File: src/rtl/syscall_console.sv
// Board-side syscall console: debounced GO strobe, halt-time display
// capture and an 8-digit active-low seven-segment scanner.
//
// Ports:
//   clk          system clock, rising edge
//   CLR          synchronous active-high reset
//   btn_go       raw GO push-button (async, bouncy, active-high)
//   cpu_halt     CPU halted on a syscall
//   cpu_display  CPU display word
//   go_pulse     one-cycle GO strobe to the CPU
//   halted_led   registered cpu_halt
//   an           digit enables, active-low (an[i] = digit i)
//   seg          segments, active-low, {dp,g,f,e,d,c,b,a}
module syscall_console #(
  parameter int DB_CYCLES = 1000000,
  parameter int SCAN_DIV  = 100000
) (
  input  logic        clk,
  input  logic        CLR,
  input  logic        btn_go,
  input  logic        cpu_halt,
  input  logic [31:0] cpu_display,
  output logic        go_pulse,
  output logic        halted_led,
  output logic [7:0]  an,
  output logic [7:0]  seg
);

  localparam int DW = $clog2(DB_CYCLES) + 1;
  localparam int PW = $clog2(SCAN_DIV) + 1;
  localparam logic [DW-1:0] DB_LAST = DW'(DB_CYCLES - 1);
  localparam logic [PW-1:0] SCAN_LAST = PW'(SCAN_DIV - 1);

  logic          sync1;
  logic          sync2;
  logic          deb;
  logic          deb_q;
  logic [DW-1:0] db_cnt;
  logic [PW-1:0] presc;
  logic [2:0]    idx;
  logic [31:0]   shown;
  logic          prev_halt;

  logic [3:0]    nib;
  logic [7:0]    seg_nxt;
  logic [7:0]    an_nxt;

  function automatic logic [7:0] hex7(input logic [3:0] v);
    logic [7:0] r;
    case (v)
      4'h0:    r = 8'hC0;
      4'h1:    r = 8'hF9;
      4'h2:    r = 8'hA4;
      4'h3:    r = 8'hB0;
      4'h4:    r = 8'h99;
      4'h5:    r = 8'h92;
      4'h6:    r = 8'h82;
      4'h7:    r = 8'hF8;
      4'h8:    r = 8'h80;
      4'h9:    r = 8'h90;
      4'hA:    r = 8'h88;
      4'hB:    r = 8'h83;
      4'hC:    r = 8'hC6;
      4'hD:    r = 8'hA1;
      4'hE:    r = 8'h86;
      default: r = 8'h8E;
    endcase
    return r;
  endfunction

  always_comb begin
    nib     = shown[{idx, 2'b00} +: 4];
    seg_nxt = hex7(nib);
    an_nxt  = ~(8'b1 << idx);
    // Digit 0 carries the decimal point as a "halted" marker.
    if (idx == 3'd0 && cpu_halt)
      seg_nxt[7] = 1'b0;
  end

  always_ff @(posedge clk) begin
    if (CLR) begin
      sync1      <= 1'b0;
      sync2      <= 1'b0;
      deb        <= 1'b0;
      deb_q      <= 1'b0;
      db_cnt     <= '0;
      presc      <= '0;
      idx        <= 3'd0;
      shown      <= 32'd0;
      prev_halt  <= 1'b0;
      go_pulse   <= 1'b0;
      halted_led <= 1'b0;
      an         <= 8'hFF;
      seg        <= 8'hFF;
    end else begin
      sync1 <= btn_go;
      sync2 <= sync1;

      // Any cycle agreeing with the accepted level restarts the count.
      if (sync2 == deb) begin
        db_cnt <= '0;
      end else if (db_cnt == DB_LAST) begin
        deb    <= sync2;
        db_cnt <= '0;
      end else begin
        db_cnt <= db_cnt + DW'(1);
      end

      // Rise seen one cycle late; a rise while running is dropped.
      deb_q    <= deb;
      go_pulse <= deb & ~deb_q & cpu_halt;

      prev_halt  <= cpu_halt;
      halted_led <= cpu_halt;
      if (cpu_halt && !prev_halt)
        shown <= cpu_display;

      if (presc == SCAN_LAST) begin
        presc <= '0;
        idx   <= idx + 3'd1;
      end else begin
        presc <= presc + PW'(1);
      end

      an  <= an_nxt;
      seg <= seg_nxt;
    end
  end

endmodule

File: config.mk
export PLATFORM = sky130hd
export DESIGN_NAME = syscall_console
export DESIGN_NICKNAME = d
export VERILOG_FILES = /design/src/rtl/syscall_console.sv
export SDC_FILE = /design/constraint.sdc
export NUM_CORES = 1
export LEC_CHECK = 0
export BUFFER_PORTS_ARGS = -buffer_cell sky130_fd_sc_hd__buf_2
export CORE_MARGIN = 2
export CORE_UTILIZATION = 40
export CTS_CLUSTER_DIAMETER = 80
export DETAILED_ROUTE_END_ITERATION = 8
export PLACE_DENSITY = 0.57
export SLEW_MARGIN = 20
export SYNTH_ARGS = -nofsm -noshare
export SYNTH_HDL_FRONTEND = slang
export SYNTH_SLANG_ARGS = --single-unit
File: constraint.sdc
create_clock -name clk -period 3.99 [get_ports clk]
set_input_delay 0.798 -clock clk [delete_from_list [all_inputs] [get_ports clk]]
set_output_delay 0.798 -clock clk [all_outputs]
set_load 0.03 [all_outputs]
==> impl_results.md, run 1 <==
* Power density cells at 380 nW/um2
* Number of placement rows at 36
* Max-cap violation count at 0
* Number of buffers created by CTS at 9
* Antenna viol nets, final at 0
* Highest Clock Rate at 347 MHz
* Leading cell type in the layout, fill and taps excluded: sky130_fd_sc_hd__dfxtp_1
* Area leader, netlist: sky130_fd_sc_hd__dfxtp_1
* Leading cell types in the layout, fill and taps excluded: sky130_fd_sc_hd__dfxtp_1 (96), sky130_fd_sc_hd__nand2_1 (90), sky130_fd_sc_hd__buf_2 (53), sky130_fd_sc_hd__nor2_1 (50), sky130_fd_sc_hd__a21oi_1 (34)
* Hold WS at 0.459 ns
* Slack of the critical path at 1.11 ns
* Class of the tightest hold or removal check: reg -> reg
* Maximum level of the CTS H-tree at 3
* Flops & latches, synth at 96
* Crit share post-route at 72.1%
* Wire length of the first global-routing pass at 13800 um
* Post-synthesis cell area at 4090 um2
* Number of unique standard cell types used by synthesis at 45
* Share of cells above drive strength 1 at 16.3%
* Area added between synthesis and finish at 12.9%
* Hold-fix buffers at CTS at 0
* Run status: finished clean
* Number of endpoints failing setup at the final stage at 0
* Die W at 105 um
* Post-CTS Resized at 0
* Wire length reported by the detailed router at 7900 um
* Worst setup SP type: register
* Count of nets after finishing at 543
* Number of cells in the finished layout apart from fillers at 630
* Postcts setup bufs at 0
* Pin count of the biggest net entering global routing at 50
* Boundary Pins at 54
* Number of vias per cell after detailed routing at 4.78
* Worst-Skew Late Latency at 0.35 ns
* Remaining Overflow, GRT at 0
* Number of antenna violations at the first check in global routing at 0
* DIE AREA at 11000 um2
* Fin. max-slew vios at 0
* Setup repair after global routing missed its margin: false
* Critical path capture point type: register
* Synthesized instance count at 451
* Routed met1 length at 4100 um
* Top fanout value on the critical path at 9
* Clock Path Buffers at 2
* Worst-case vdd ir drop at 0.225 mV
* Critical path type: reg -> reg
* Routed vias at 3010
* HPWL after detailed placement at 5640 um
* Post-CTS clock slew at the launch and capture registers of the worst setup and hold paths at 0.09 ns
* Final TNS setup at 0 ns
* Transition time of the tightest slew-check pin at 0.677 ns
* Average footprint of a synthesized cell at 9.06 um2
* Iteration-0 DRC Markers at 54
* Required time of the critical path at 4.21 ns
* Met2 Wirelength at 3440 um
* EDFF count, synth at 0
* Core ar. at 9860 um2
* Pre-CTS WS at 1.14 ns
* Syn_nets at 501
* Placed instance count at 615
* Sequential-to-total area share from yosys stat at 47.0%
* Via count of the first global-routing pass at 2938
* Clock tree from TritonCTS: yes
* Commonest register cell after synthesis: sky130_fd_sc_hd__dfxtp_1
* Chip height at 105 um
* Time the final worst path needs with I/O delays and setup at 2.88 ns
* Total of buffers placed on input and output ports at 53
* Data arrival time at the worst-slack endpoint at 3.10 ns
* Ranking of synthesized cells by area: sky130_fd_sc_hd__dfxtp_1 (47%), sky130_fd_sc_hd__nand2_1 (8.3%), sky130_fd_sc_hd__nor2_1 (4.6%)
* LEAKAGE at 1.82 nW
* Post-detailed-route DRC marker count at 0
* Final Wtd Congestion at 0.804
* Share of the synthesized area in the top cell type at 47.0%
* Routed wire length per instance at 12.5 um
* ANT cells at 0
* GRT Total Usage at 15.2%
* Root cell of the clock tree: sky130_fd_sc_hd__clkbuf_8
* Max Clock Skew at 0.00650 ns
* Post-synth ARST share at 0%
* Initial standard-cell utilization of the core at 41.4%
* Met3 wire length at 285 um
* Number of sinks driven by the clock tree at 96
* Worst relative slew slack at 54.7%
* Drt first pass iters at 5
* Number of endpoints with negative hold slack in the final report at 0
* Highest metal layer used by the detailed router: met4
* Number of warnings issued by yosys at 0
==> area by class of cell <==
class                      count  area (um2)
sequential                    96        1920
clock inverter                 3        42.5
multi-input combinational    320        2010
inverter                      11        41.3
tap                          133         166
timing repair buffer          55         280
clock buffer                  12         145
fill                         995        5250
==> worst max-delay path, stage by stage (launching register included) <==
cell	delay [ns]
sky130_fd_sc_hd__dfxtp_1	0.52
sky130_fd_sc_hd__buf_4	0.26
sky130_fd_sc_hd__mux4_2	0.51
sky130_fd_sc_hd__mux2i_1	0.40
sky130_fd_sc_hd__inv_1	0.18
sky130_fd_sc_hd__ha_1	0.28
sky130_fd_sc_hd__and3_1	0.15
sky130_fd_sc_hd__a2111oi_0	0.37
sky130_fd_sc_hd__a31oi_1	0.07
==> report_power, final <==
part | switching, mW | total [mW] | internal (mW)
clock | 0.310 | 0.613 | 0.303
sequential | 0.0157 | 1.00 | 0.988
combinational | 0.0833 | 0.135 | 0.0517
total | 0.409 | 1.75 | 1.34
==> stage by stage <==
step	cell area, um2	util, %	total power [mW]
after floorplan	4090	-	1.12
after global placement	4420	44.8	1.16
after detailed placement	4420	44.8	1.16
after CTS	4600	46.7	1.78
after global routing	4610	46.7	1.84
final	4610	46.7	1.75
==> sequential cells by signal (all words and copies together), names as in the netlist <==
name and count:
presc 18, sync1 1, seg 8, deb_q 1
an 8, idx 3, go_pulse 1, prev_halt 1
deb 1, sync2 1, shown 32, db_cnt 21
==> cells in the mapped netlist (all sizes together) (2+ instances only) <==
master,n
a21oi,34
o21ai,3
nand2,90
a2111oi,2
ha,14
clkbuf,16
inv,10
and2,2
or3,2
mux2,2
xor2,19
and3,9
a31oi,3
or2,2
mux2i,12
nor2b,7
nor2,50
xnor2,18
nor3,3
nand4,7
and4,6
dfxtp,96
nand3,12
nor4,6
buf,8
mux4,6
==> kinds of logic (layout without fill, tap and decap cells) <==
kind of cell,after synthesis,in the layout,synth area share [%]
fa+ha+maj,14,14,4.29
xor+xnor,37,37,7.93
simple gates,201,201,22.8
compound gates,48,48,6.77
buf+inv,35,81,3.92
flops,96,96,47.0
mux,20,20,7.29
==> per-layer routing <==
layer | track usage, % | vias up
met5 | 0 | -
li1 | - | 1588
met2 | 23.7 | 51
met4 | 3.43 | 0
met1 | 20.8 | 1364
met3 | 4.62 | 7
==> worst paths after layout <==
| path | startpoint | endpoint | slack [ns] | cells past startpoint |
|---|---|---|---|---|
| setup / recovery | idx[0] | seg[3] | 1.11 | 8 |
| hold / removal | shown[19] | shown[19] | 0.46 | 2 |
| setup reg to reg | idx[0] | seg[3] | 1.11 | 8 |
| hold reg to reg | shown[19] | shown[19] | 0.46 | 2 |
Power figures use the tool's default switching activity.
==> inputs of run 2 (changes only) <==
--- a/config.mk
+++ b/config.mk
@@ -5,12 +5,13 @@
 export SDC_FILE = /design/constraint.sdc
 export NUM_CORES = 1
 export LEC_CHECK = 0
+export ABC_AREA = 1
 export BUFFER_PORTS_ARGS = -buffer_cell sky130_fd_sc_hd__buf_2
 export CORE_MARGIN = 2
 export CORE_UTILIZATION = 40
 export CTS_CLUSTER_DIAMETER = 80
 export DETAILED_ROUTE_END_ITERATION = 8
-export PLACE_DENSITY = 0.57
+export PLACE_DENSITY = 0.56
 export SLEW_MARGIN = 20
 export SYNTH_ARGS = -nofsm -noshare
 export SYNTH_HDL_FRONTEND = slang
==> constraint.sdc (replaced) <==
create_clock -name clk -period 2.71 [get_ports clk]
set_input_delay 0.542 -clock clk [delete_from_list [all_inputs] [get_ports clk]]
set_output_delay 0.542 -clock clk [all_outputs]
set_load 0.03 [all_outputs]
==> impl_results.md, run 2 <==
* ANT cells at 0
* Postcts setup bufs at 0
* Register with the most flip-flops: shown
* Clock tree from TritonCTS: yes
* Global routing met3 resource utilization at 3.02%
* Share of the synthesized area in the top cell type at 42.8%
* Number of endpoints failing setup at the final stage at 0
* Average footprint of a synthesized cell at 7.21 um2
* Number of sinks driven by the clock tree at 96
* Fill count at 1137
* Worst-case vdd ir drop at 0.269 mV
* Post-CTS Resized at 0
* Total of buffers placed on input and output ports at 53
* Data arrival time at the worst-slack endpoint at 2.26 ns
* Time the final worst path needs with I/O delays and setup at 2.02 ns
* HPWL after detailed placement at 7000 um
* Overall power at 2.62 mW
* Wire length of the first global-routing pass at 15700 um
* Most crowded layer after global routing: met1
* Remaining Overflow, GRT at 0
* Number of antenna violations at the first check in global routing at 0
* Max-cap violation count at 0
* Core ar. at 10900 um2
* Flops & latches, synth at 96
* Most common cell in the netlist: sky130_fd_sc_hd__nand2_1
* Pin count of the biggest net entering global routing at 64
* Boundary Pins at 54
* Power density cells at 520 nW/um2
* Top fanout value on the critical path at 12
* Post-synth ARST share at 0%
* Leading cell types in the layout, fill and taps excluded: sky130_fd_sc_hd__nand2_1 (139), sky130_fd_sc_hd__dfxtp_1 (96), sky130_fd_sc_hd__inv_1 (79), sky130_fd_sc_hd__nand3_1 (60), sky130_fd_sc_hd__a21oi_1 (56)
* Ranking of synthesized cells by instance count: sky130_fd_sc_hd__nand2_1 (139), sky130_fd_sc_hd__dfxtp_1 (96), sky130_fd_sc_hd__inv_1 (79), sky130_fd_sc_hd__nand3_1 (60), sky130_fd_sc_hd__a21oi_1 (56)
* Clock Path Buffers at 2
* Count of nets after finishing at 721
* Sequential-to-total area share from yosys stat at 42.8%
* Post-synthesis cell area at 4490 um2
* Routed wire length per instance at 11.7 um
* Leading cell type in the layout, fill and taps excluded: sky130_fd_sc_hd__nand2_1
* Via count of the first global-routing pass at 3406
* Number of buffers created by CTS at 9
* Area added between synthesis and finish at 12.5%
* Die W at 110 um
* Critical path type: reg -> reg
* Run status: finished clean
* Share of cells above drive strength 1 at 14.3%
* Syn_nets at 672
* LEAKAGE at 2.01 nW
* Setup repair after global routing missed its margin: false
* Initial standard-cell utilization of the core at 41.2%
* Slack of the critical path at 0.689 ns
* Wire length reported by the detailed router at 9550 um
* Worst setup SP type: register
* Hold WS at 0.370 ns
* Class of the tightest hold or removal check: in -> reg
* Fin. max-slew vios at 0
* GRT Total Usage at 16.7%
* Number of unique standard cell types used by synthesis at 33
* Area leader, netlist: sky130_fd_sc_hd__dfxtp_1
* Final TNS setup at 0 ns
* Met2 routing resource usage after global routing at 23.1%
* Chip height at 110 um
* Number of flip-flops in the largest register at 32
* Crit share post-route at 74.6%
* Transition time of the tightest slew-check pin at 0.517 ns
* Max Clock Skew at 0.0101 ns
* Number of vias per cell after detailed routing at 4.85
* Drt first pass iters at 4
* Pre-CTS WS at 0.707 ns
* Antenna viol nets, final at 0
* Worst-Skew Late Latency at 0.37 ns
* Number of endpoints with negative hold slack in the final report at 0
* Commonest register cell after synthesis: sky130_fd_sc_hd__dfxtp_1
* Number of warnings issued by yosys at 0
* Routed vias at 3957
* Post-CTS clock slew at the launch and capture registers of the worst setup and hold paths at 0.09 ns
* EDFF count, synth at 0
* Ranking of synthesized cells by area: sky130_fd_sc_hd__dfxtp_1 (43%), sky130_fd_sc_hd__nand2_1 (12%), sky130_fd_sc_hd__nand3_1 (6.7%)
* Maximum level of the CTS H-tree at 3
* Hold-fix buffers at CTS at 0
* Iteration-0 DRC Markers at 225
* Worst relative slew slack at 65.5%
* Critical path capture point type: register
* DIE AREA at 12100 um2
* Largest registers: shown: 32 flops, db_cnt: 21 flops, presc: 18 flops
* Met1 routing resource usage after global routing at 24.6%
* Root cell of the clock tree: sky130_fd_sc_hd__clkbuf_8
* Required time of the critical path at 2.95 ns
* Synthesized instance count at 622
* Post-detailed-route DRC marker count at 0
* Final Wtd Congestion at 0.862
* Number of placement rows at 38
* Highest Clock Rate at 495 MHz
[run 2: cell count changes after synthesis, moves of 7 or more]
cell	previous run	this run
sky130_fd_sc_hd__inv_1	10	79
sky130_fd_sc_hd__nand2_1	90	139
sky130_fd_sc_hd__nand3_1	12	60
sky130_fd_sc_hd__o21ai_0	2	42
sky130_fd_sc_hd__a21oi_1	34	56
sky130_fd_sc_hd__xnor2_1	18	0
sky130_fd_sc_hd__mux2i_1	11	0
sky130_fd_sc_hd__nor3_1	3	14
sky130_fd_sc_hd__xor2_1	19	8
sky130_fd_sc_hd__and3_1	9	0
sky130_fd_sc_hd__clkbuf_1	16	9
sky130_fd_sc_hd__nor2b_1	7	0
[run 2: power by group]
| group | total, mW | switching (mW) | internal, mW |
|---|---|---|---|
| registers | 1.48 | 0.0164 | 1.46 |
| logic | 0.240 | 0.160 | 0.0807 |
| clock network | 0.903 | 0.494 | 0.409 |
[run 2: worst paths after layout]
path | startpoint | end | slack, ns | depth (start not counted)
setup / recovery | idx[0] | seg[6] | 0.69 | 11
hold / removal | btn_go | sync1 | 0.37 | 3
setup reg to reg | idx[0] | seg[6] | 0.69 | 11
hold reg to reg | deb_q | go_pulse | 0.39 | 1
[run 2: per-stage QoR]
step                      std cells  utilization (%)  instance area [um2]
final                           816             46.4                 5050
after global routing            816             46.4                 5050
after CTS                       816             46.4                 5050
after detailed placement        800             44.6                 4850
after global placement          800             44.6                 4850
after floorplan                 622                -                 4490
[run 2: kinds of logic after synthesis]
| group | synth area share [%] |
|---|---|
| DFF | 42.8 |
| AOI/OAI and AO/OA | 11.2 |
| adders and majority gates | 3.90 |
| and+or+nand+nor | 31.0 |
| xor gates and xnor gates | 1.56 |
| buffers and inverters | 9.48 |
[run 2: layout make-up]
| type | count | area, um2 | area share, % |
|---|---|---|---|
| multi-input cells | 422 | 2140 | 42.4 |
| flip-flops and latches | 96 | 1920 | 38.1 |
| inverters | 85 | 323 | 6.40 |
| repair buffers | 57 | 295 | 5.85 |
| well taps | 140 | 175 | 3.47 |
| clock buffers | 12 | 165 | 3.27 |
| clock inverters | 4 | 27.5 | 0.545 |
[run 2: per-layer routing]
metal  up-vias  share of wire [%]  wire length [um]
met5         -                  0                 0
met4         0                1.3               127
met3         9                4.5               433
met2        91                 42              3990
met1      1756                 52              5000
li1       2101                  -                 -
[run 2: critical path: stages (launching register included)]
cell and delay, ns:
sky130_fd_sc_hd__dfxtp_1 0.53, sky130_fd_sc_hd__buf_4 0.26, sky130_fd_sc_hd__nand2_1 0.07, sky130_fd_sc_hd__nand3_1 0.08, sky130_fd_sc_hd__nand3_1 0.09, sky130_fd_sc_hd__nand2_1 0.21, sky130_fd_sc_hd__inv_1 0.12, sky130_fd_sc_hd__ha_1 0.22
sky130_fd_sc_hd__nand3_1 0.12, sky130_fd_sc_hd__nand2_1 0.07, sky130_fd_sc_hd__nand2_1 0.05, sky130_fd_sc_hd__nand3_1 0.06
